--- src/rtl/id_ex_operand_stage_if.sv ---
// ID/EX operand-stage bus: Decode operands and control, MEM/WB forward
// sources, hazard controls, and the execute-stage outputs.
interface id_ex_operand_stage_if #(
  parameter int N = 32,
  parameter int R = 5
);
  // Hazard control toward the E registers
  logic         StallE;
  logic         FlushE;

  // Decode-stage operands and control
  logic [N-1:0] RD1D;
  logic [N-1:0] RD2D;
  logic [N-1:0] PCD;
  logic [N-1:0] ImmExtD;
  logic [R-1:0] Rs1D;
  logic [R-1:0] Rs2D;
  logic [R-1:0] RdD;
  logic [2:0]   ALUControlD;
  logic         ALUSrcD;
  logic         RegWriteD;
  logic         MemWriteD;
  logic         BranchD;
  logic         JumpD;
  logic         ValidD;
  logic [1:0]   ResultSrcD;

  // Forward sources from MEM and WB
  logic [N-1:0] ALUResultM;
  logic [R-1:0] RdM;
  logic         RegWriteM;
  logic [N-1:0] ResultW;
  logic [R-1:0] RdW;
  logic         RegWriteW;

  // Execute-stage outputs
  logic [N-1:0] SrcAE;
  logic [N-1:0] SrcBE;
  logic [N-1:0] WriteDataE;
  logic [N-1:0] PCE;
  logic [N-1:0] ImmExtE;
  logic [R-1:0] RdE;
  logic [2:0]   ALUControlE;
  logic         RegWriteE;
  logic         MemWriteE;
  logic         BranchE;
  logic         JumpE;
  logic         ValidE;
  logic [1:0]   ResultSrcE;
  logic [1:0]   ForwardAE;
  logic [1:0]   ForwardBE;
  logic         LoadUseStall;

  modport master (
    output StallE, FlushE,
    output RD1D, RD2D, PCD, ImmExtD, Rs1D, Rs2D, RdD, ALUControlD, ALUSrcD,
    output RegWriteD, MemWriteD, BranchD, JumpD, ValidD, ResultSrcD,
    output ALUResultM, RdM, RegWriteM, ResultW, RdW, RegWriteW,
    input  SrcAE, SrcBE, WriteDataE, PCE, ImmExtE, RdE, ALUControlE,
    input  RegWriteE, MemWriteE, BranchE, JumpE, ValidE, ResultSrcE,
    input  ForwardAE, ForwardBE, LoadUseStall
  );

  modport slave (
    input  StallE, FlushE,
    input  RD1D, RD2D, PCD, ImmExtD, Rs1D, Rs2D, RdD, ALUControlD, ALUSrcD,
    input  RegWriteD, MemWriteD, BranchD, JumpD, ValidD, ResultSrcD,
    input  ALUResultM, RdM, RegWriteM, ResultW, RdW, RegWriteW,
    output SrcAE, SrcBE, WriteDataE, PCE, ImmExtE, RdE, ALUControlE,
    output RegWriteE, MemWriteE, BranchE, JumpE, ValidE, ResultSrcE,
    output ForwardAE, ForwardBE, LoadUseStall
  );
endinterface

--- src/rtl/id_ex_operand_stage.sv ---
// ID/EX pipeline register with MEM/WB forwarding muxes for the ALU operands
// and store data, plus load-use hazard detection toward Decode/Fetch.
module id_ex_operand_stage #(
  parameter int N = 32,
  parameter int R = 5
) (
  input logic                 clk,
  input logic                 reset_n,
  id_ex_operand_stage_if.slave bus
);

  typedef struct packed {
    logic [N-1:0] rd1;
    logic [N-1:0] rd2;
    logic [N-1:0] pc;
    logic [N-1:0] imm;
    logic [R-1:0] rs1;
    logic [R-1:0] rs2;
    logic [R-1:0] rd;
    logic [2:0]   alu_ctrl;
    logic         alu_src;
    logic [1:0]   result_src;
    logic         reg_write;
    logic         mem_write;
    logic         branch;
    logic         jump;
    logic         valid;
  } e_regs_t;

  e_regs_t      e_d;
  e_regs_t      e_q;
  logic [1:0]   forward_a;
  logic [1:0]   forward_b;
  logic [N-1:0] src_a;
  logic [N-1:0] write_data;

  // Next E contents: a flush clears everything to a bubble and wins over a stall
  always_comb begin
    e_d = e_q;
    if (bus.FlushE) begin
      e_d = '0;
    end else if (!bus.StallE) begin
      e_d.rd1        = bus.RD1D;
      e_d.rd2        = bus.RD2D;
      e_d.pc         = bus.PCD;
      e_d.imm        = bus.ImmExtD;
      e_d.rs1        = bus.Rs1D;
      e_d.rs2        = bus.Rs2D;
      e_d.rd         = bus.RdD;
      e_d.alu_ctrl   = bus.ALUControlD;
      e_d.alu_src    = bus.ALUSrcD;
      e_d.result_src = bus.ResultSrcD;
      e_d.reg_write  = bus.RegWriteD;
      e_d.mem_write  = bus.MemWriteD;
      e_d.branch     = bus.BranchD;
      e_d.jump       = bus.JumpD;
      e_d.valid      = bus.ValidD;
    end
  end

  // E register bank; synchronous reset overrides stall and flush
  always_ff @(posedge clk) begin
    if (!reset_n) begin
      e_q <= '0;
    end else begin
      e_q <= e_d;
    end
  end

  // Forward selects: MEM is the younger producer so it beats WB; x0 never forwards
  always_comb begin
    forward_a = 2'b00;
    forward_b = 2'b00;
    if (bus.RegWriteM && (bus.RdM != '0) && (bus.RdM == e_q.rs1)) begin
      forward_a = 2'b10;
    end else if (bus.RegWriteW && (bus.RdW != '0) && (bus.RdW == e_q.rs1)) begin
      forward_a = 2'b01;
    end
    if (bus.RegWriteM && (bus.RdM != '0) && (bus.RdM == e_q.rs2)) begin
      forward_b = 2'b10;
    end else if (bus.RegWriteW && (bus.RdW != '0) && (bus.RdW == e_q.rs2)) begin
      forward_b = 2'b01;
    end
  end

  // Operand muxes; the unreachable 11 select falls back to the register value
  always_comb begin
    unique case (forward_a)
      2'b01:   src_a = bus.ResultW;
      2'b10:   src_a = bus.ALUResultM;
      default: src_a = e_q.rd1;
    endcase
    unique case (forward_b)
      2'b01:   write_data = bus.ResultW;
      2'b10:   write_data = bus.ALUResultM;
      default: write_data = e_q.rd2;
    endcase
  end

  assign bus.SrcAE        = src_a;
  assign bus.WriteDataE   = write_data;
  assign bus.SrcBE        = e_q.alu_src ? e_q.imm : write_data;
  assign bus.PCE          = e_q.pc;
  assign bus.ImmExtE      = e_q.imm;
  assign bus.RdE          = e_q.rd;
  assign bus.ALUControlE  = e_q.alu_ctrl;
  assign bus.RegWriteE    = e_q.reg_write;
  assign bus.MemWriteE    = e_q.mem_write;
  assign bus.BranchE      = e_q.branch;
  assign bus.JumpE        = e_q.jump;
  assign bus.ValidE       = e_q.valid;
  assign bus.ResultSrcE   = e_q.result_src;
  assign bus.ForwardAE    = forward_a;
  assign bus.ForwardBE    = forward_b;

  // A load in E whose destination is read by the instruction in Decode
  assign bus.LoadUseStall = e_q.valid && (e_q.result_src == 2'b01) && (e_q.rd != '0) &&
                            ((e_q.rd == bus.Rs1D) || (e_q.rd == bus.Rs2D));

endmodule

--- src/flat_wrapper.sv ---
// flat-port wrapper written by rule: the top's interface ports become plain ports
module id_ex_operand_stage_flat 
#(
  parameter int N = 32,
  parameter int R = 5
)
  (clk, reset_n, bus_StallE, bus_FlushE, bus_RD1D, bus_RD2D, bus_PCD, bus_ImmExtD, bus_Rs1D, bus_Rs2D, bus_RdD, bus_ALUControlD, bus_ALUSrcD, bus_RegWriteD, bus_MemWriteD, bus_BranchD, bus_JumpD, bus_ValidD, bus_ResultSrcD, bus_ALUResultM, bus_RdM, bus_RegWriteM, bus_ResultW, bus_RdW, bus_RegWriteW, bus_SrcAE, bus_SrcBE, bus_WriteDataE, bus_PCE, bus_ImmExtE, bus_RdE, bus_ALUControlE, bus_RegWriteE, bus_MemWriteE, bus_BranchE, bus_JumpE, bus_ValidE, bus_ResultSrcE, bus_ForwardAE, bus_ForwardBE, bus_LoadUseStall);
  id_ex_operand_stage_if #(.N(N), .R(R)) bus_i ();
  input logic clk;
  input logic reset_n;
  input wire logic [$bits(bus_i.StallE)-1:0] bus_StallE;
  input wire logic [$bits(bus_i.FlushE)-1:0] bus_FlushE;
  input wire logic [$bits(bus_i.RD1D)-1:0] bus_RD1D;
  input wire logic [$bits(bus_i.RD2D)-1:0] bus_RD2D;
  input wire logic [$bits(bus_i.PCD)-1:0] bus_PCD;
  input wire logic [$bits(bus_i.ImmExtD)-1:0] bus_ImmExtD;
  input wire logic [$bits(bus_i.Rs1D)-1:0] bus_Rs1D;
  input wire logic [$bits(bus_i.Rs2D)-1:0] bus_Rs2D;
  input wire logic [$bits(bus_i.RdD)-1:0] bus_RdD;
  input wire logic [$bits(bus_i.ALUControlD)-1:0] bus_ALUControlD;
  input wire logic [$bits(bus_i.ALUSrcD)-1:0] bus_ALUSrcD;
  input wire logic [$bits(bus_i.RegWriteD)-1:0] bus_RegWriteD;
  input wire logic [$bits(bus_i.MemWriteD)-1:0] bus_MemWriteD;
  input wire logic [$bits(bus_i.BranchD)-1:0] bus_BranchD;
  input wire logic [$bits(bus_i.JumpD)-1:0] bus_JumpD;
  input wire logic [$bits(bus_i.ValidD)-1:0] bus_ValidD;
  input wire logic [$bits(bus_i.ResultSrcD)-1:0] bus_ResultSrcD;
  input wire logic [$bits(bus_i.ALUResultM)-1:0] bus_ALUResultM;
  input wire logic [$bits(bus_i.RdM)-1:0] bus_RdM;
  input wire logic [$bits(bus_i.RegWriteM)-1:0] bus_RegWriteM;
  input wire logic [$bits(bus_i.ResultW)-1:0] bus_ResultW;
  input wire logic [$bits(bus_i.RdW)-1:0] bus_RdW;
  input wire logic [$bits(bus_i.RegWriteW)-1:0] bus_RegWriteW;
  output wire logic [$bits(bus_i.SrcAE)-1:0] bus_SrcAE;
  output wire logic [$bits(bus_i.SrcBE)-1:0] bus_SrcBE;
  output wire logic [$bits(bus_i.WriteDataE)-1:0] bus_WriteDataE;
  output wire logic [$bits(bus_i.PCE)-1:0] bus_PCE;
  output wire logic [$bits(bus_i.ImmExtE)-1:0] bus_ImmExtE;
  output wire logic [$bits(bus_i.RdE)-1:0] bus_RdE;
  output wire logic [$bits(bus_i.ALUControlE)-1:0] bus_ALUControlE;
  output wire logic [$bits(bus_i.RegWriteE)-1:0] bus_RegWriteE;
  output wire logic [$bits(bus_i.MemWriteE)-1:0] bus_MemWriteE;
  output wire logic [$bits(bus_i.BranchE)-1:0] bus_BranchE;
  output wire logic [$bits(bus_i.JumpE)-1:0] bus_JumpE;
  output wire logic [$bits(bus_i.ValidE)-1:0] bus_ValidE;
  output wire logic [$bits(bus_i.ResultSrcE)-1:0] bus_ResultSrcE;
  output wire logic [$bits(bus_i.ForwardAE)-1:0] bus_ForwardAE;
  output wire logic [$bits(bus_i.ForwardBE)-1:0] bus_ForwardBE;
  output wire logic [$bits(bus_i.LoadUseStall)-1:0] bus_LoadUseStall;
  assign bus_i.StallE = bus_StallE;
  assign bus_i.FlushE = bus_FlushE;
  assign bus_i.RD1D = bus_RD1D;
  assign bus_i.RD2D = bus_RD2D;
  assign bus_i.PCD = bus_PCD;
  assign bus_i.ImmExtD = bus_ImmExtD;
  assign bus_i.Rs1D = bus_Rs1D;
  assign bus_i.Rs2D = bus_Rs2D;
  assign bus_i.RdD = bus_RdD;
  assign bus_i.ALUControlD = bus_ALUControlD;
  assign bus_i.ALUSrcD = bus_ALUSrcD;
  assign bus_i.RegWriteD = bus_RegWriteD;
  assign bus_i.MemWriteD = bus_MemWriteD;
  assign bus_i.BranchD = bus_BranchD;
  assign bus_i.JumpD = bus_JumpD;
  assign bus_i.ValidD = bus_ValidD;
  assign bus_i.ResultSrcD = bus_ResultSrcD;
  assign bus_i.ALUResultM = bus_ALUResultM;
  assign bus_i.RdM = bus_RdM;
  assign bus_i.RegWriteM = bus_RegWriteM;
  assign bus_i.ResultW = bus_ResultW;
  assign bus_i.RdW = bus_RdW;
  assign bus_i.RegWriteW = bus_RegWriteW;
  assign bus_SrcAE = bus_i.SrcAE;
  assign bus_SrcBE = bus_i.SrcBE;
  assign bus_WriteDataE = bus_i.WriteDataE;
  assign bus_PCE = bus_i.PCE;
  assign bus_ImmExtE = bus_i.ImmExtE;
  assign bus_RdE = bus_i.RdE;
  assign bus_ALUControlE = bus_i.ALUControlE;
  assign bus_RegWriteE = bus_i.RegWriteE;
  assign bus_MemWriteE = bus_i.MemWriteE;
  assign bus_BranchE = bus_i.BranchE;
  assign bus_JumpE = bus_i.JumpE;
  assign bus_ValidE = bus_i.ValidE;
  assign bus_ResultSrcE = bus_i.ResultSrcE;
  assign bus_ForwardAE = bus_i.ForwardAE;
  assign bus_ForwardBE = bus_i.ForwardBE;
  assign bus_LoadUseStall = bus_i.LoadUseStall;
  id_ex_operand_stage #(.N(N), .R(R)) u_core (.clk(clk), .reset_n(reset_n), .bus(bus_i));
endmodule
--- config.mk ---
export PLATFORM = sky130hd
export DESIGN_NAME = id_ex_operand_stage_flat
export DESIGN_NICKNAME = d
export VERILOG_FILES = /design/src/rtl/id_ex_operand_stage_if.sv /design/src/rtl/id_ex_operand_stage.sv /design/src/flat_wrapper.sv
export SDC_FILE = /design/constraint.sdc
export NUM_CORES = 1
export LEC_CHECK = 0
export BUFFER_PORTS_ARGS = -buffer_cell sky130_fd_sc_hd__buf_4
export CAP_MARGIN = 20
export CORE_ASPECT_RATIO = 1.4
export CORE_MARGIN = 1
export CORE_UTILIZATION = 30
export DETAILED_ROUTE_END_ITERATION = 6
export GPL_TIMING_DRIVEN = 0
export MAX_ROUTING_LAYER = met4
export PLACE_DENSITY_LB_ADDON = 0.08
export SETUP_SLACK_MARGIN = 0.02
export SLEW_MARGIN = 20
export SYNTH_ARGS = -nofsm -noshare
export SYNTH_HDL_FRONTEND = slang
export SYNTH_SLANG_ARGS = --single-unit
--- constraint.sdc ---
create_clock -name clk -period 4.45 [get_ports clk]
set_input_delay 0 -clock clk [delete_from_list [all_inputs] [get_ports clk]]
set_output_delay 0 -clock clk [all_outputs]
set_load 0.005 [all_outputs]
# Yosys cells after proc, flatten, opt, wreduce, memory -nomap -nowiden
# Cells that the tools add are included.
# op_classes
n_eq_ne	11
reduce_logical	14
mux	7
n_bitwise	1
# ops
cell	n
32-bit one-hot mux with 2 select lines	2
32-bit 2-to-1 mux	1
5-bit equality test	6
5-bit nonzero test	3
1-bit logical AND	9
2-bit by 1-bit equality test with 1-bit output (second input constant)	3
2-bit equality test (second input constant)	2
2-bit 2-to-1 mux	2
1-bit 2-to-1 mux	2
2-bit OR reduction	1
1-bit logical OR	1
1-bit inverter	1
# totals
input_bits	234
regBits	154
word_cells	48
out_inout_bits	180

# Logic depth before layout (Yosys ltp)
# Gate-level depths: netlist (run 1).
# depth
ltp_word	8
mapped_depth	7
depth_no_buf	6

# Least setup slack after synthesis (run 1)
# OpenSTA, ideal clock, no wires.
# synth_timing
path_kind	in2out
start	input bus_RdW[0]
end	output bus_SrcBE[26]
arrival_ns	1.535
slack_ns	2.915
path_buffers	2
required_ns	4.450
path_stages	7
cell_sequence	or4_1 > o21a_1 > and4_1 > buf_6 > buf_12 > mux2i_1 > a221oi_1
# synth_via
elab_chain_cells	8
elab_cells_between_ends	10
classes_between	eq/ne: 3; mux: 4; reduce/logical: 3
# synth_lines
item	line	rtl
start, declared	flat_wrapper.sv:32	input wire logic [$bits(bus_i.RdW)-1:0] bus_RdW;
5-bit nonzero test	id_ex_operand_stage.sv:81	end else if (bus.RegWriteW && (bus.RdW != '0) && (bus.RdW == e_q.rs2)) begin
1-bit logical AND	id_ex_operand_stage.sv:81	
1-bit logical AND *	id_ex_operand_stage.sv:81	
1-bit 2-to-1 mux *	id_ex_operand_stage.sv:81	
2-bit 2-to-1 mux *	id_ex_operand_stage.sv:79	if (bus.RegWriteM && (bus.RdM != '0) && (bus.RdM == e_q.rs2)) begin
2-bit equality test or 2-bit by 1-bit equality test with 1-bit output (tied branches)	id_ex_operand_stage.sv:93	unique case (forward_b)
32-bit one-hot mux with 2 select lines *	id_ex_operand_stage.sv:93	
32-bit 2-to-1 mux *	id_ex_operand_stage.sv:102	assign bus.SrcBE = e_q.alu_src ? e_q.imm : write_data;
end, declared	flat_wrapper.sv:35	output wire logic [$bits(bus_i.SrcBE)-1:0] bus_SrcBE;
# Mark *: on every way between the ends. The rest lies on a longest branch, timed or not.

# Worst setup path in the final report (run 1)
# layout_timing
start	register u_core.e_q[22] (netlist name)
end	output bus_SrcAE[30]
# layout_via
elab_chain_cells	6
elab_cells_between_ends	9
classes_between	eq/ne: 4; mux: 3; reduce/logical: 2
# layout_lines
item	line	rtl
start, declared	id_ex_operand_stage.sv:31	e_regs_t e_q;
start signal, assigned	id_ex_operand_stage.sv:64	e_q <= '0;
start signal, assigned	id_ex_operand_stage.sv:66	e_q <= e_d;
5-bit equality test	id_ex_operand_stage.sv:76	end else if (bus.RegWriteW && (bus.RdW != '0) && (bus.RdW == e_q.rs1)) begin
1-bit logical AND	id_ex_operand_stage.sv:76	
1-bit 2-to-1 mux	id_ex_operand_stage.sv:76	
2-bit 2-to-1 mux *	id_ex_operand_stage.sv:74	if (bus.RegWriteM && (bus.RdM != '0) && (bus.RdM == e_q.rs1)) begin
2-bit equality test or 2-bit by 1-bit equality test with 1-bit output (tied branches)	id_ex_operand_stage.sv:88	unique case (forward_a)
32-bit one-hot mux with 2 select lines *	id_ex_operand_stage.sv:88	
end, declared	flat_wrapper.sv:34	output wire logic [$bits(bus_i.SrcAE)-1:0] bus_SrcAE;
# Marked as above.

==> flow_summary.yaml, run 1 <==
power:
  p_comb_frac: 0.205
  power_switching_mw: 0.970
  p_clk_frac: 0.403
  seq_power_share: 0.392
  cellPowerDensity_nw_per_um2: 265
  p_leak_nw: 6.54
  swShare: 0.261
  p_int_mw: 2.75
  max-vdd-ir-drop_v: 0.000248
synthesis:
  synth_fp_nets: 1183
  synth_edf_count: 0
  synth_top_cell_by_area: "dfxtp_1"
  synth_common_cells: "218 x mux2i_1, 188 x nor2_1, 154 x dfxtp_1"
  syn_inst: 949
  synth_top_area_share: 0.371
  synthTopCellsByArea: "dfxtp_1 37%, mux2i_1 26%, nor2_1 8.5%, buf_4 6.7%, a221oi_1 3.4%"
  ys_seq_area_frac: 0.371
  yosysMostFrequentCell: "mux2i_1"
  yosys_warnings: 0
  synthesis.area_um2: 8310
  async_flop_share: 0
  synth.avg_cell_area_um2: 8.76
  synth.distinct_cells: 29
  ys_seq_elements: 154
  synth_top_flop_cell: "dfxtp_1"
route:
  drt-vias-per-instance: 4.57
  top_layer_used: "met4"
  drtIter0Drc: 345
  wl_met2_mm: 18.4
  drc_errors: 0
  drt_pass1_iterations: 6
  drtAntennaViolNets: 0
  wirelength_mm: 34.7
  drt-met1-wl_mm: 13.1
  vias: 8738
  wire_per_inst_um: 18.2
  routed-wl-met3_mm: 2.39
sta:
  rsz0062_at_grt: "no"
  setup_viol_count_final: 0
  relSlewSlack: 0.354
  worst_pin_slew_ps: 969
  hold_viol_final: 0
  final_max_slew_viol_count: 0
  period_share: 0.629
  finalCriticalPeriod_ps: 2800
  setup_tns_ps: 0
  finClkSkew_ps: 0
  fmax_ghz: 0.357
global_routing:
  grt_pass1_vias: 8926
  overflow: 0
  grt_use_total: 0.249
  grt_max_degree: 17
  antenna_found_initial: 0
  grt_first_pass_wirelength_mm: 50.8
floorplan:
  die_area_um2: 28400
  die_h_um: 199
  rows: 71
  io_pins: 414
  core_area_um2: 27000
  start_util: 0.308
  die_w_um: 143
layout:
  fin_nets: 1768
  num-fill-cells: 2688
  layout-drive-gt1-share: 0.351
  final_util: 0.518
  antenna_cells: 0
  synthToLayoutAreaGrowth_pct: 68.4
critical_path:
  crit_path_start_kind: "flop"
  crit_buf_inv: 3
  crit_required_ps: 4450
  cp_top_family: "buffers and inverters"
  crit_fanout: 10
  crit_type: "flop to output port"
  cp.arrival_ps: 2800
  cp_cell_sequence: "xor2_1 -> nor3_1 -> and4_1 -> buf_2 -> buf_1 -> nand2_1 -> o21ai_0 -> buf_4"
  slowest_stage: "buf_1"
  cp-end-kind: "output port"
  critical_path.max_stage_delay_ps: 650
place:
  dpl.hpwl_mm: 26.4
  place_congestion: 0.804
  port_buffers: 412
cts:
  post_cts_resized: 0
  cts_tree: "yes"
  path_clk_slew_ps: 60
  cts_sinks: 154
  cts_htree_levels: 4
  clk_latency_ps: 430
  clockRootBuffer: "clkbuf_16"
  numCtsBuffers: 17
  clock_path_buffers: 2
min_path:
  worstHoldPathType: "input port to output port"
outcome:
  status: "finished clean"
job:
  maxCapViolCount: 0
## worst reg2reg max path, delay by kind of cell (launching register included)
family                 cells  cell delay, ps
DFF                        1             380
muxes                      1             160
and+or+nand+nor            1             210
buffers and inverters      2            1020
## metal layers
metal,track usage,up-vias
met2,0.453,315
met5,-,-
met1,0.259,4061
met4,0.0828,0
li1,-,4316
met3,0.0614,46
## cells by family after synthesis
kind of cell | share of synthesized area
AND/OR/NAND/NOR | 0.133
multiplexers | 0.263
buffers and inverters | 0.126
flip-flops | 0.371
AO/OA/AOI/OAI | 0.0759
XOR/XNOR | 0.0316
## through the flow
step	setup WS [ps]	cells	area (um^2)	hold WS, ps	total power [mW]
after floorplan	2910	949	8310	104	1.76
after global placement	2030	1726	11900	226	2.13
after detailed placement	2000	1726	11900	236	2.14
after CTS	1590	1912	14000	307	3.76
after global routing	1400	1912	14000	334	3.87
final	1650	1912	14000	304	3.72
## final timing paths
| kind | startpoint | endpoint | slack [ps] | cells after the start |
|---|---|---|---|---|
| max | u_core.e_q[22]$_SDFFE_PP0N_ | bus_SrcAE[30] | 1650 | 8 |
| min | bus_ALUResultM[7] | bus_SrcAE[7] | 300 | 4 |
| max reg2reg | u_core.e_q[7]$_SDFFE_PP0N_ | u_core.e_q[7]$_SDFFE_PP0N_ | 2590 | 4 |
| min reg2reg | u_core.e_q[146]$_SDFFE_PP0N_ | u_core.e_q[146]$_SDFFE_PP0N_ | 490 | 2 |
## registers in the layout (all words and copies together) (netlist names)
register	count
u_core.e_q	75
u_core.bus.ImmExtE	32
u_core.bus.PCE	32
u_core.bus.RdE	5
u_core.bus.ALUControlE	3
u_core.bus.ResultSrcE	2
u_core.bus.BranchE	1
u_core.bus.JumpE	1
u_core.bus.MemWriteE	1
u_core.bus.RegWriteE	1
u_core.bus.ValidE	1
## power by group through the flow
stage	clock network (mW)	logic [mW]	registers (mW)
2_1_floorplan	0	0.279	1.48
3_3_place_gp	0	0.646	1.49
3_5_place_dp	0	0.652	1.49
4_1_cts	1.54	0.768	1.46
5_1_grt	1.59	0.825	1.46
6_report	1.50	0.762	1.46
## area by class of cell
class / count / area, um^2 / share of cell area
clock buffer: 21 / 460 / 0.0329
clock inverter: 11 / 135 / 0.00965
inverter: 33 / 124 / 0.00885
timing repair buffer: 566 / 4630 / 0.331
multi-input combinational: 619 / 4180 / 0.299
tap: 365 / 457 / 0.0326
sequential: 154 / 3080 / 0.220
buffer: 143 / 921 / 0.0658
## placed cells by master, fill, tap and decap left out, drive strengths merged
cell type and count:
a2111oi 1, a21oi 32, a221oi 32, a31oi 1, and2 1, and4 3, buf 519, bufinv 2
clkbuf 57, clkinv 2, clkinvlp 3, dfxtp 154, dlygate4sd3 154, inv 37, mux2i 218, nand2 33
nand2b 1, nand3 2, nor2 189, nor2b 1, nor3 39, o21a 2, o21ai 32, or4 2
xnor2 11, xor2 19
## repair_timing
action / in CTS / in global routing
hold buffers: 154 / 0
endpoints found under the hold margin: 154 / 0
buffers inserted: 0 / 0
Power figures use the tool's default switching activity.
==> run 2: changes to the inputs <==
Clock period 4.45 ns to 2.92 ns, I/O delays scaled along.
==> flow_summary.yaml, run 2 (synthesized netlist as in run 1, its figures left out) <==
layout:
  antenna_cells: 0
  final_common_cell: "buf_4"
  layout_common_cells: "486 x buf_4, 218 x mux2i_1, 188 x nor2_1"
  regMostFlops: "u_core.e_q"
  finalNonFillerCells: 1912
  regArea_um2: 3080
  multi_input_area_um2: 4180
  layout-drive-gt1-share: 0.352
  synthToLayoutAreaGrowth_pct: 68.4
  num-fill-cells: 2687
  fin_nets: 1768
  stdcell_area_um2: 14000
  largest_register_ffs: 75
route:
  drt-vias-per-instance: 4.57
  drtAntennaViolNets: 0
  drt_pass1_iterations: 5
  wire_per_inst_um: 18.2
  drc_errors: 0
  drtIter0Drc: 346
  vias: 8747
  wirelength_mm: 34.8
cts:
  clk_latency_ps: 430
  cts_tree: "yes"
  cts_htree_levels: 4
  cts_sinks: 154
  clockRootBuffer: "clkbuf_16"
  clock_path_buffers: 2
  numCtsBuffers: 17
  post_cts_buffers: 0
  path_clk_slew_ps: 60
sta:
  finalWorstSetupSlack_ps: 323
  setup_tns_ps: 0
  final_max_slew_viol_count: 0
  finalCriticalPeriod_ps: 2600
  fmax_ghz: 0.385
  hold_viol_final: 0
  worst_pin_slew_ps: 969
  hold_slack_ps: 304
  finClkSkew_ps: 0
  rsz0062_at_grt: "no"
  relSlewSlack: 0.354
  period_share: 0.889
  setup_viol_count_final: 0
global_routing:
  grt_pass1_vias: 8926
  antenna_found_initial: 0
  grt_first_pass_wirelength_mm: 50.8
  overflow: 0
  grt_use_total: 0.249
  grt_max_degree: 17
place:
  place_congestion: 0.804
  place_ws_ps: 466
  placed_area_um2: 11900
  dpl.cell_count: 1726
  dpl.hpwl_mm: 26.4
  port_buffers: 412
floorplan:
  rows: 71
  io_pins: 414
  die_h_um: 199
  die_area_um2: 28400
  start_util: 0.308
  die_w_um: 143
  core_area_um2: 27000
critical_path:
  crit_path_start_kind: "flop"
  cp-end-kind: "output port"
  cp_cell_sequence: "xor2_1 -> nor3_1 -> and4_1 -> buf_2 -> clkbuf_1 -> nand2_1 -> o21ai_0 -> buf_4"
  critical_path.max_stage_delay_ps: 500
  crit_type: "flop to output port"
  crit_fanout: 10
  cp.arrival_ps: 2600
  crit_required_ps: 2920
  slowest_stage: "clkbuf_1"
outcome:
  status: "finished clean"
power:
  max-vdd-ir-drop_v: 0.000377
  p_leak_nw: 6.54
  cellPowerDensity_nw_per_um2: 404
min_path:
  worstHoldPathType: "input port to output port"
job:
  maxCapViolCount: 0
[run 2: final cells by class]
cell class / count / share of cell area
Inverter: 33 / 0.00885
Tap cell: 365 / 0.0326
Multi-Input combinational cell: 619 / 0.299
Sequential cell: 154 / 0.220
Clock buffer: 21 / 0.0329
Clock inverter: 11 / 0.00965
Timing Repair Buffer: 566 / 0.331
Buffer: 143 / 0.0659
[run 2: worst paths after layout]
check | from | endpoint | slack (ps) | cells after the start
min reg2reg | u_core.e_q[146]$_SDFFE_PP0N_ | u_core.e_q[146]$_SDFFE_PP0N_ | 490 | 2
max | u_core.e_q[22]$_SDFFE_PP0N_ | bus_SrcAE[20] | 320 | 8
min | bus_ALUResultM[4] | bus_SrcAE[4] | 300 | 4
max reg2reg | u_core.e_q[7]$_SDFFE_PP0N_ | u_core.e_q[7]$_SDFFE_PP0N_ | 1060 | 4
[run 2: report_power, final]
part / internal, mW / switching (mW)
Sequential: 2.17 / 0.0482
Combinational: 0.694 / 0.467
Clock: 1.32 / 0.963
[run 2: worst max-delay path: cells and delay by family (launching register included)]
kind / cells / cell delay, ps
xor gates and xnor gates: 1 / 170
and+or+nand+nor: 3 / 610
DFF: 1 / 340
buffers and inverters: 3 / 940
AOI/OAI and AO/OA: 1 / 100
[run 2: layer usage]
layer	GRT usage	part of all wire	vias to the layer above	routed length, um
li1	-	-	4316	-
met3	0.0614	0.069	46	2410
met5	-	0	-	0
met1	0.259	0.38	4068	13100
met4	0.0828	0.024	0	844
met2	0.453	0.53	317	18400
[run 2: stage by stage]
step                      power (mW)  utilization
after global routing            5.90        0.518
after floorplan                 2.68            -
final                           5.66        0.518
after detailed placement        3.26        0.439
after global placement          3.25        0.439
after CTS                       5.73        0.518
[run 2: timing repair]
| action | in CTS | in global routing |
|---|---|---|
| endpoints found under the setup margin | 0 | 9 |
| gates resized for setup | 0 | 1 |
| hold buffers | 154 | 0 |
| hold endpoints to repair | 154 | 0 |
==> run 3: changes to the inputs <==
Settings changed: CORE_ASPECT_RATIO 1.4 to unset, PLACE_DENSITY_LB_ADDON 0.08 to unset.
==> flow_summary.yaml, run 3 (synthesized netlist as in run 1, its figures left out) <==
outcome:
  status: "finished clean"
cts:
  cts_tree: "yes"
  cts_sinks: 154
  clk_latency_ps: 420
  clockRootBuffer: "clkbuf_16"
  path_clk_slew_ps: 70
  numCtsBuffers: 17
  clock_path_buffers: 2
  cts_htree_levels: 4
  post_cts_buffers: 0
sta:
  worst_pin_slew_ps: 906
  setup_viol_count_final: 0
  fmax_ghz: 0.373
  final_max_slew_viol_count: 0
  finalCriticalPeriod_ps: 2680
  period_share: 0.917
  setup_tns_ps: 0
  finalWorstSetupSlack_ps: 242
  hold_viol_final: 0
  rsz0062_at_grt: "no"
  relSlewSlack: 0.396
  finClkSkew_ps: 0
route:
  drt-vias-per-instance: 4.76
  routed-wl-met3_mm: 2.40
  vias: 8983
  wl_met2_mm: 18.8
  drc_errors: 0
  top_layer_used: "met4"
  drt_pass1_iterations: 5
  drtAntennaViolNets: 0
  drtIter0Drc: 408
  wirelength_mm: 36.7
  drt-met1-wl_mm: 14.7
  wire_per_inst_um: 19.5
power:
  max-vdd-ir-drop_v: 0.000411
  p_leak_nw: 6.57
  cellPowerDensity_nw_per_um2: 410
  p_int_mw: 4.11
  swShare: 0.284
  p_clk_frac: 0.408
  p_comb_frac: 0.205
  seq_power_share: 0.387
  power_switching_mw: 1.63
layout:
  stdcell_area_um2: 14000
  layout_common_cells: "486 x buf_4, 218 x mux2i_1, 188 x nor2_1"
  layout-drive-gt1-share: 0.354
  num-fill-cells: 2544
  multi_input_area_um2: 4180
  synthToLayoutAreaGrowth_pct: 68.4
  antenna_cells: 0
  final_common_cell: "buf_4"
  final_util: 0.518
  regMostFlops: "u_core.e_q"
  regArea_um2: 3080
  fin_nets: 1768
  largest_register_ffs: 75
critical_path:
  cp-end-kind: "output port"
  cp_num_cells: 5
  crit_path_start_kind: "flop"
  reg2reg_depth: 4
  slowest_stage: "clkbuf_1"
  cp_cell_sequence: "clkbuf_1 -> clkbuf_2 -> nor3_1 -> a221oi_1 -> buf_4"
  cp_top_family: "buffers and inverters"
  critical_path.max_stage_delay_ps: 540
  crit_required_ps: 2920
  crit_type: "flop to output port"
  crit_fanout: 10
  crit_buf_inv: 3
  cp.arrival_ps: 2680
floorplan:
  rows: 60
  die_h_um: 168
  start_util: 0.307
  core_area_um2: 27000
  die_area_um2: 28400
  die_w_um: 168
  io_pins: 414
job:
  maxCapViolCount: 0
global_routing:
  grt_pass1_vias: 9225
  grt_first_pass_wirelength_mm: 54.0
  antenna_found_initial: 0
  grt_use_total: 0.261
  overflow: 0
  grt_max_degree: 19
min_path:
  holdPathStages: 4
  worstHoldPathType: "input port to output port"
place:
  place_ws_ps: 338
  port_buffers: 412
  place_congestion: 0.920
  placed_area_um2: 11800
  dpl.hpwl_mm: 27.1
run 3: cell count changes in the layout (fill, tap and decap cells not counted), moves of 2 or more:
cell	previous run	this run
clkinv_8	0	4
clkbuf_8	2	0
inv_8	0	4
clkbuf_1	38	35
clkinvlp_4	3	0
run 3: worst min-delay path, stage by stage:
cell	delay, ps
buf_4	90
nand2_1	40
o21ai_0	60
buf_4	110
run 3: area by class of cell:
cell class	count	share of cell area
Timing Repair Buffer	566	0.331
Buffer	143	0.0660
Inverter	33	0.00885
Clock inverter	15	0.0138
Tap cell	341	0.0305
Multi-Input combinational cell	619	0.299
Clock buffer	17	0.0304
Sequential cell	154	0.220
run 3: power groups by stage:
stage	Sequential (mW)	Clock [mW]	Combinational [mW]
after floorplan	2.25	0	0.426
after global placement	2.27	0	0.987
after detailed placement	2.27	0	0.997
after CTS	2.22	2.39	1.17
after global routing	2.23	2.50	1.26
final	2.22	2.34	1.18
run 3: path summary, 6_finish.rpt:
kind | startpoint | endpoint | slack [ps]
setup / recovery | u_core.e_q[7]$_SDFFE_PP0N_ | bus_SrcBE[25] | 240
hold / removal | bus_ALUResultM[4] | bus_SrcAE[4] | 300
setup reg to reg | u_core.e_q[7]$_SDFFE_PP0N_ | u_core.e_q[7]$_SDFFE_PP0N_ | 1010
hold reg to reg | u_core.e_q[109]$_SDFFE_PP0N_ | u_core.e_q[109]$_SDFFE_PP0N_ | 500
run 3: metrics by stage:
step                      total power, mW  std cells  hold slack, ps
final                                5.73       1888             304
after global placement               3.25       1702             229
after detailed placement             3.26       1702             236
after global routing                 5.99       1888             322
after floorplan                      2.68        949             104
after CTS                            5.78       1888             305
run 3: timing repair:
action / in CTS / in global routing
resized for setup: 2 / 0
hold endpoints to repair: 154 / 0
hold buffers: 154 / 0
endpoints found under the setup margin: 4 / 0
run 3: layer usage:
metal	global-route usage	vias to the layer above
li1	-	4335
met1	0.285	4191
met5	-	-
met3	0.0576	51
met2	0.472	406
met4	0.0767	0
